File: config.mk
export PLATFORM = sky130hd
export DESIGN_NAME = sensor_read_sequencer_flat
export DESIGN_NICKNAME = d
export VERILOG_FILES = /design/src/rtl/sensor_pkg.sv /design/src/rtl/sensor_read_sequencer_if.sv /design/src/rtl/poll_tick_gen.sv /design/src/rtl/sensor_read_sequencer.sv /design/src/flat_wrapper.sv
export SDC_FILE = /design/constraint.sdc
export NUM_CORES = 1
export LEC_CHECK = 0
export ABC_CLOCK_PERIOD_IN_PS = 2200
export BUFFER_PORTS_ARGS = -buffer_cell sky130_fd_sc_hd__buf_2
export CAP_MARGIN = 20
export CORE_MARGIN = 5
export CORE_UTILIZATION = 45
export DETAILED_ROUTE_END_ITERATION = 8
export MAX_ROUTING_LAYER = met4
export PLACE_DENSITY = 0.74
export SKIP_CTS_REPAIR_TIMING = 1
export SLEW_MARGIN = 20
export SYNTH_ARGS = -nofsm -noshare
export SYNTH_HDL_FRONTEND = slang
export SYNTH_SLANG_ARGS = --single-unit
File: constraint.sdc
create_clock -name clk -period 2.2 [get_ports clk]
set_input_delay 0.44 -clock clk [delete_from_list [all_inputs] [get_ports clk]]
set_output_delay 0.44 -clock clk [all_outputs]
set_load 0.01 [all_outputs]
File: src/rtl/sensor_pkg.sv
// sensor_pkg: shared sensor register map, FSM states and swing thresholds
package sensor_pkg;
   typedef enum logic [2:0] {IDLE, WAIT_TICK, REQ_HI, REQ_LO, PUBLISH} state_t;
   localparam logic [7:0] REG_ACCEL_X_H = 8'h3B;
   localparam logic [7:0] REG_ACCEL_X_L = 8'h3C;
   localparam logic [7:0] REG_ACCEL_Y_H = 8'h3D;
   localparam logic [7:0] REG_ACCEL_Y_L = 8'h3E;
   localparam logic [7:0] REG_ACCEL_Z_H = 8'h3F;
   localparam logic [7:0] REG_ACCEL_Z_L = 8'h40;
   localparam logic [6:0] DEV_ADDR = 7'h68;
   localparam logic signed [15:0] UPBOUND = 16'sd8192;
   localparam logic signed [15:0] DOWNBOUND = -16'sd8192;
   function automatic logic [7:0] sat_inc(input logic [7:0] v);
      return (v == 8'hFF) ? v : v + 8'd1;
   endfunction
endpackage

File: src/rtl/sensor_read_sequencer_if.sv
// sensor_read_sequencer_if: byte-read handshake between sequencer (master) and I2C engine (slave)
interface sensor_read_sequencer_if;
   logic       rd_req;
   logic [7:0] rd_reg;
   logic       rd_done;
   logic       rd_err;
   logic [7:0] rd_data;
   modport master (output rd_req, rd_reg, input rd_done, rd_err, rd_data);
   modport slave (input rd_req, rd_reg, output rd_done, rd_err, rd_data);
endinterface

File: src/rtl/poll_tick_gen.sv
// poll_tick_gen: free-running poll counter, held at zero while disabled, pulsing tick on its last count
module poll_tick_gen #(
   parameter int unsigned PERIOD = 500000
) (
   input  logic clk,
   input  logic rst,
   input  logic en_i,
   output logic tick_o
);
   localparam int W = $clog2(PERIOD);
   logic [W-1:0] cnt_q;
   assign tick_o = en_i && (cnt_q == W'(PERIOD - 1));
   always_ff @(posedge clk) begin
      if (rst || !en_i || tick_o) cnt_q <= '0;
      else cnt_q <= cnt_q + W'(1);
   end
endmodule

File: src/rtl/sensor_read_sequencer.sv
// sensor_read_sequencer: polls a signed 16-bit sample as two byte reads and publishes it with a strobe
module sensor_read_sequencer
   import sensor_pkg::*;
#(
   parameter int unsigned POLL_PERIOD = 500000,
   parameter int unsigned TIMEOUT     = 4096,
   parameter logic [7:0]  REG_HI      = REG_ACCEL_X_H,
   parameter logic [7:0]  REG_LO      = REG_ACCEL_X_L
) (
   input  logic                      clk,
   input  logic                      rst,
   input  logic                      enable_i,
   sensor_read_sequencer_if.master   rd_bus,
   output logic signed [15:0]        raw_data_o,
   output logic                      raw_valid_o,
   output logic                      busy_o,
   output logic [7:0]                err_count_o,
   output logic                      overrun_o
);
   localparam int TW = $clog2(TIMEOUT + 1);
   state_t       state_q;
   logic         rd_req_q, raw_valid_q, busy_q, ovr_q, tick;
   logic [7:0]   rd_reg_q, hi_q, err_q;
   logic [15:0]  raw_q;
   logic [TW-1:0] to_q;
   logic         fail;
   poll_tick_gen #(.PERIOD(POLL_PERIOD)) u_tick (
      .clk(clk), .rst(rst), .en_i(enable_i), .tick_o(tick)
   );
   // an answer on the last allowed cycle still counts; a simultaneous error wins
   assign fail = rd_bus.rd_err || (!rd_bus.rd_done && to_q == TW'(TIMEOUT - 1));
   always_ff @(posedge clk) begin
      if (rst) begin
         state_q     <= IDLE;
         rd_req_q    <= 1'b0;
         rd_reg_q    <= '0;
         hi_q        <= '0;
         raw_q       <= '0;
         raw_valid_q <= 1'b0;
         busy_q      <= 1'b0;
         err_q       <= '0;
         ovr_q       <= 1'b0;
         to_q        <= '0;
      end else begin
         raw_valid_q <= 1'b0;
         if (tick && busy_q) ovr_q <= 1'b1;
         case (state_q)
            IDLE: if (enable_i) state_q <= WAIT_TICK;
            WAIT_TICK: begin
               if (!enable_i) state_q <= IDLE;
               else if (tick) begin
                  state_q  <= REQ_HI;
                  rd_req_q <= 1'b1;
                  rd_reg_q <= REG_HI;
                  busy_q   <= 1'b1;
                  to_q     <= '0;
               end
            end
            REQ_HI, REQ_LO: begin
               if (fail) begin
                  state_q  <= enable_i ? WAIT_TICK : IDLE;
                  rd_req_q <= 1'b0;
                  busy_q   <= 1'b0;
                  err_q    <= sat_inc(err_q);
               end else if (rd_bus.rd_done) begin
                  to_q <= '0;
                  if (state_q == REQ_HI) begin
                     state_q  <= REQ_LO;
                     hi_q     <= rd_bus.rd_data;
                     rd_reg_q <= REG_LO;
                  end else begin
                     state_q     <= PUBLISH;
                     raw_q       <= {hi_q, rd_bus.rd_data};
                     raw_valid_q <= 1'b1;
                     rd_req_q    <= 1'b0;
                  end
               end else to_q <= to_q + TW'(1);
            end
            PUBLISH: begin
               state_q <= enable_i ? WAIT_TICK : IDLE;
               busy_q  <= 1'b0;
            end
            default: state_q <= IDLE;
         endcase
      end
   end
   assign rd_bus.rd_req = rd_req_q;
   assign rd_bus.rd_reg = rd_reg_q;
   assign raw_data_o    = raw_q;
   assign raw_valid_o   = raw_valid_q;
   assign busy_o        = busy_q;
   assign err_count_o   = err_q;
   assign overrun_o     = ovr_q;
endmodule
File: src/flat_wrapper.sv
// flat-port wrapper written by rule: the top's interface ports become plain ports
module sensor_read_sequencer_flat import sensor_pkg::*;
#(
   parameter int unsigned POLL_PERIOD = 500000,
   parameter int unsigned TIMEOUT     = 4096,
   parameter logic [7:0]  REG_HI      = REG_ACCEL_X_H,
   parameter logic [7:0]  REG_LO      = REG_ACCEL_X_L
)
  (clk, rst, enable_i, raw_data_o, raw_valid_o, busy_o, err_count_o, overrun_o, rd_bus_rd_req, rd_bus_rd_reg, rd_bus_rd_done, rd_bus_rd_err, rd_bus_rd_data);
  sensor_read_sequencer_if rd_bus_i ();
  input  logic clk;
  input  logic rst;
  input  logic enable_i;
  output logic signed [15:0] raw_data_o;
  output logic raw_valid_o;
  output logic busy_o;
  output logic [7:0] err_count_o;
  output logic overrun_o;
  output wire logic [$bits(rd_bus_i.rd_req)-1:0] rd_bus_rd_req;
  output wire logic [$bits(rd_bus_i.rd_reg)-1:0] rd_bus_rd_reg;
  input wire logic [$bits(rd_bus_i.rd_done)-1:0] rd_bus_rd_done;
  input wire logic [$bits(rd_bus_i.rd_err)-1:0] rd_bus_rd_err;
  input wire logic [$bits(rd_bus_i.rd_data)-1:0] rd_bus_rd_data;
  assign rd_bus_rd_req = rd_bus_i.rd_req;
  assign rd_bus_rd_reg = rd_bus_i.rd_reg;
  assign rd_bus_i.rd_done = rd_bus_rd_done;
  assign rd_bus_i.rd_err = rd_bus_rd_err;
  assign rd_bus_i.rd_data = rd_bus_rd_data;
  sensor_read_sequencer #(.POLL_PERIOD(POLL_PERIOD), .TIMEOUT(TIMEOUT), .REG_HI(REG_HI), .REG_LO(REG_LO)) u_core (.clk(clk), .rst(rst), .enable_i(enable_i), .rd_bus(rd_bus_i), .raw_data_o(raw_data_o), .raw_valid_o(raw_valid_o), .busy_o(busy_o), .err_count_o(err_count_o), .overrun_o(overrun_o));
endmodule
==> summary.txt <==
Worst hold path
  • Hold Startpoint: rd_bus_rd_data[0]
  • WHS Path Cells: 3
  • Hold worst-path end: u_core.raw_data_o[0]
  • Hold crit path type: input port to flip-flop

Global route
  • Global router's overall resource usage: 0.158
  • Largest net degree at the start of global routing: 31
  • Initial antenna violation count: 0
  • Total gr overflow: 0
  • Number of global-route vias before repair: 2,481
  • First-pass GRT wire length: 11,100 µm

Route
  • Routed len/inst: 12.5 µm
  • Initial DRC Count: 91
  • Final ANT Viol Nets: 0
  • DR DRC count: 0
  • Avg Vias per Cell: 4.97
  • Via count: 2,635
  • Final WL: 6630 µm
  • Initial DRT Pass Iterations: 4

Status
  • Status: finished, final reports clean

Clock network
  • CTS Buf Count: 9
  • TritonCTS Sinks: 74
  • Clk buf depth: 2
  • Worst skew pair latency: 0.35 ns
  • H-tree levels: 3
  • CTS tree: yes
  • Clk pin slew, worst setup/hold paths: 0.09 ns
  • Clock Tree Root: clkbuf_8

Logic synthesis
  • Mean post-synth cell area: 8.73 µm²
  • Fraction of the mapped netlist area in simple logic gates: 0.281
  • Synth Area in XOR/XNOR: 0.0900
  • Synth async-reset ratio: 0
  • Adder-Cell Fraction of Synth Area: 0.0113
  • Post-synth EDFFs: 0
  • Seq/Total Area, Yosys: 0.448
  • Unique masters post-synth: 48
  • Main synth FF type: dfxtp_1
  • Mux share of post-synthesis cell area: 0.0272
  • Synth Area in Compound Gates: 0.0987
  • YS warnings: 0
  • Synth Cell Area: 0.00331 mm²
  • Synth Instances: 379
  • Largest family of logic cells by synthesized area: simple AND/OR/NAND/NOR gates
  • Synth Register Bits: 74

Floorplanning
  • Width of the die: 95.7 µm
  • Core area: 0.00721 mm²
  • FP Rows: 31
  • Die area: 0.00917 mm²
  • Starting density of the core: 0.459
  • Ports: 49
  • Die Y: 95.7 µm

Place
  • Port Buf Inserts: 46
  • Placed cell count: 513
  • Hpwl dp: 4690 µm
  • Gp weighted congestion: 0.825
  • Pre-CTS setup slack: 0.00460 ns
  • Area after DPL: 0.00361 mm²

Finish
  • Fin cells: 530
  • Most frequent cells in the layout: dfxtp_1, nand2_1, nor2_1
  • Commonest non-fill, non-tap cell in the layout: dfxtp_1
  • Fin util: 0.538
  • Layout cell share with drive strength beyond 1: 0.204
  • Design area: 0.00388 mm²
  • Number of flip-flops under the largest register name: 19
  • Area delta synth->final: 17.4%
  • Biggest register: u_core.u_tick.cnt_q
  • FILL cells: 700
  • # diodes: 0
  • NumNets Final: 442

STA
  • Final worst-path cycle share: 0.923
  • Max Freq: 492 MHz
  • Final WS setup: 0.168 ns
  • Min Tclk post-route: 2.03 ns
  • Setup_tns: 0 ns
  • Final Hold Vio Count: 0
  • Setup Skew: 0.0133 ns
  • Endpoints failing setup: 0
  • WHS: 0.330 ns
  • Max Slew Vio Count: 0

Power
  • Leak pwr: 1.44 nW
  • Peak VDD IR: 0.000386 V
  • Total power: 2.67 mW
  • Power Density: 687 mW/mm²

Critical path
  • CP Max Fanout: 8
  • Reg2reg end: u_core.hi_q[2]
  • Kind of critical path: flip-flop to flip-flop
  • Crit path launch type: flip-flop
  • Worst path required time: 2.48 ns
  • WP data arrival: 2.31 ns
  • R2r startpoint: u_core.u_tick.cnt_q[7]
  • FF-to-FF path depth: 6
  • Crit end category: flip-flop
  • Worst R2R Setup Slack: 0.17 ns

Run
  • Max cap viols: 0
[worst max-delay path by stage]
stage	start	end	slack, ns	cells past startpoint
5_1_grt	u_core.u_tick.cnt_q[1]	u_core.hi_q[2]	-0.008	7
3_5_place_dp	u_core.u_tick.cnt_q[0]	u_core.busy_o	0.005	6
3_3_place_gp	u_core.u_tick.cnt_q[0]	u_core.busy_o	0.08	6
4_1_cts	u_core.u_tick.cnt_q[0]	u_core.busy_o	0.002	6
2_1_floorplan	rd_bus_rd_done	u_core.hi_q[0]	0.23	7
6_report	u_core.u_tick.cnt_q[7]	u_core.hi_q[2]	0.17	6
[cell usage after synthesis, drive strengths merged (2+ instances only)]
cell     count  share of area
ha           3          0.011
nand4        8          0.015
and2         5         0.0095
nor3         4         0.0061
clkbuf       7         0.0079
a2111oi      2         0.0072
nand2       54          0.061
nand3b       3         0.0068
a21oi       34          0.051
o21ai        2         0.0030
nor4         2          0.010
nor3b        2         0.0061
dfxtp       74           0.45
a31oi        2         0.0038
nand2b      22          0.042
inv          8         0.0091
xnor2       22          0.058
nor2b        2         0.0038
and3         7          0.013
buf         12          0.025
nor2        52          0.066
xor2        12          0.032
and4         2         0.0053
mux2i        9          0.027
nand3       15          0.024
[layer usage]
layer	global-route usage	part of all wire	vias up
li1	-	-	1348
met1	0.202	0.48	1246
met2	0.236	0.48	31
met3	0.0477	0.030	10
met4	0.0616	0.016	0
met5	-	0	-
[worst max-delay path, stage by stage, from the launching register on]
cell and delay (ns):
dfxtp_1 0.35, or4_1 0.58, nor2_4 0.17, o21ai_0 0.12, a211o_4 0.33, nor2_8 0.20, mux2i_1 0.21
[where the power goes]
group | total (mW) | switching (mW) | internal [mW]
sequential | 1.36 | 0.0120 | 1.35
combinational | 0.127 | 0.0767 | 0.0499
clock | 1.18 | 0.530 | 0.648
total | 2.67 | 0.618 | 2.05
[cell families after synthesis]
logic type / after synthesis
adders and majority gates: 3
xor gates and xnor gates: 34
other: 1
and+or+nand+nor: 183
buffers and inverters: 27
muxes: 9
DFF: 74
AOI/OAI and AO/OA: 48
[cell type report]
cell class	instances	area, µm²	share of cell area
Timing Repair Buffer	54	290	0.0748
Inverter	8	30.0	0.00773
Sequential cell	74	1480	0.382
Clock buffer	9	124	0.0319
Clock inverter	7	100	0.0258
Multi-Input combinational cell	279	1730	0.446
Tap cell	99	124	0.0319
(Power assumes the default switching activity.)
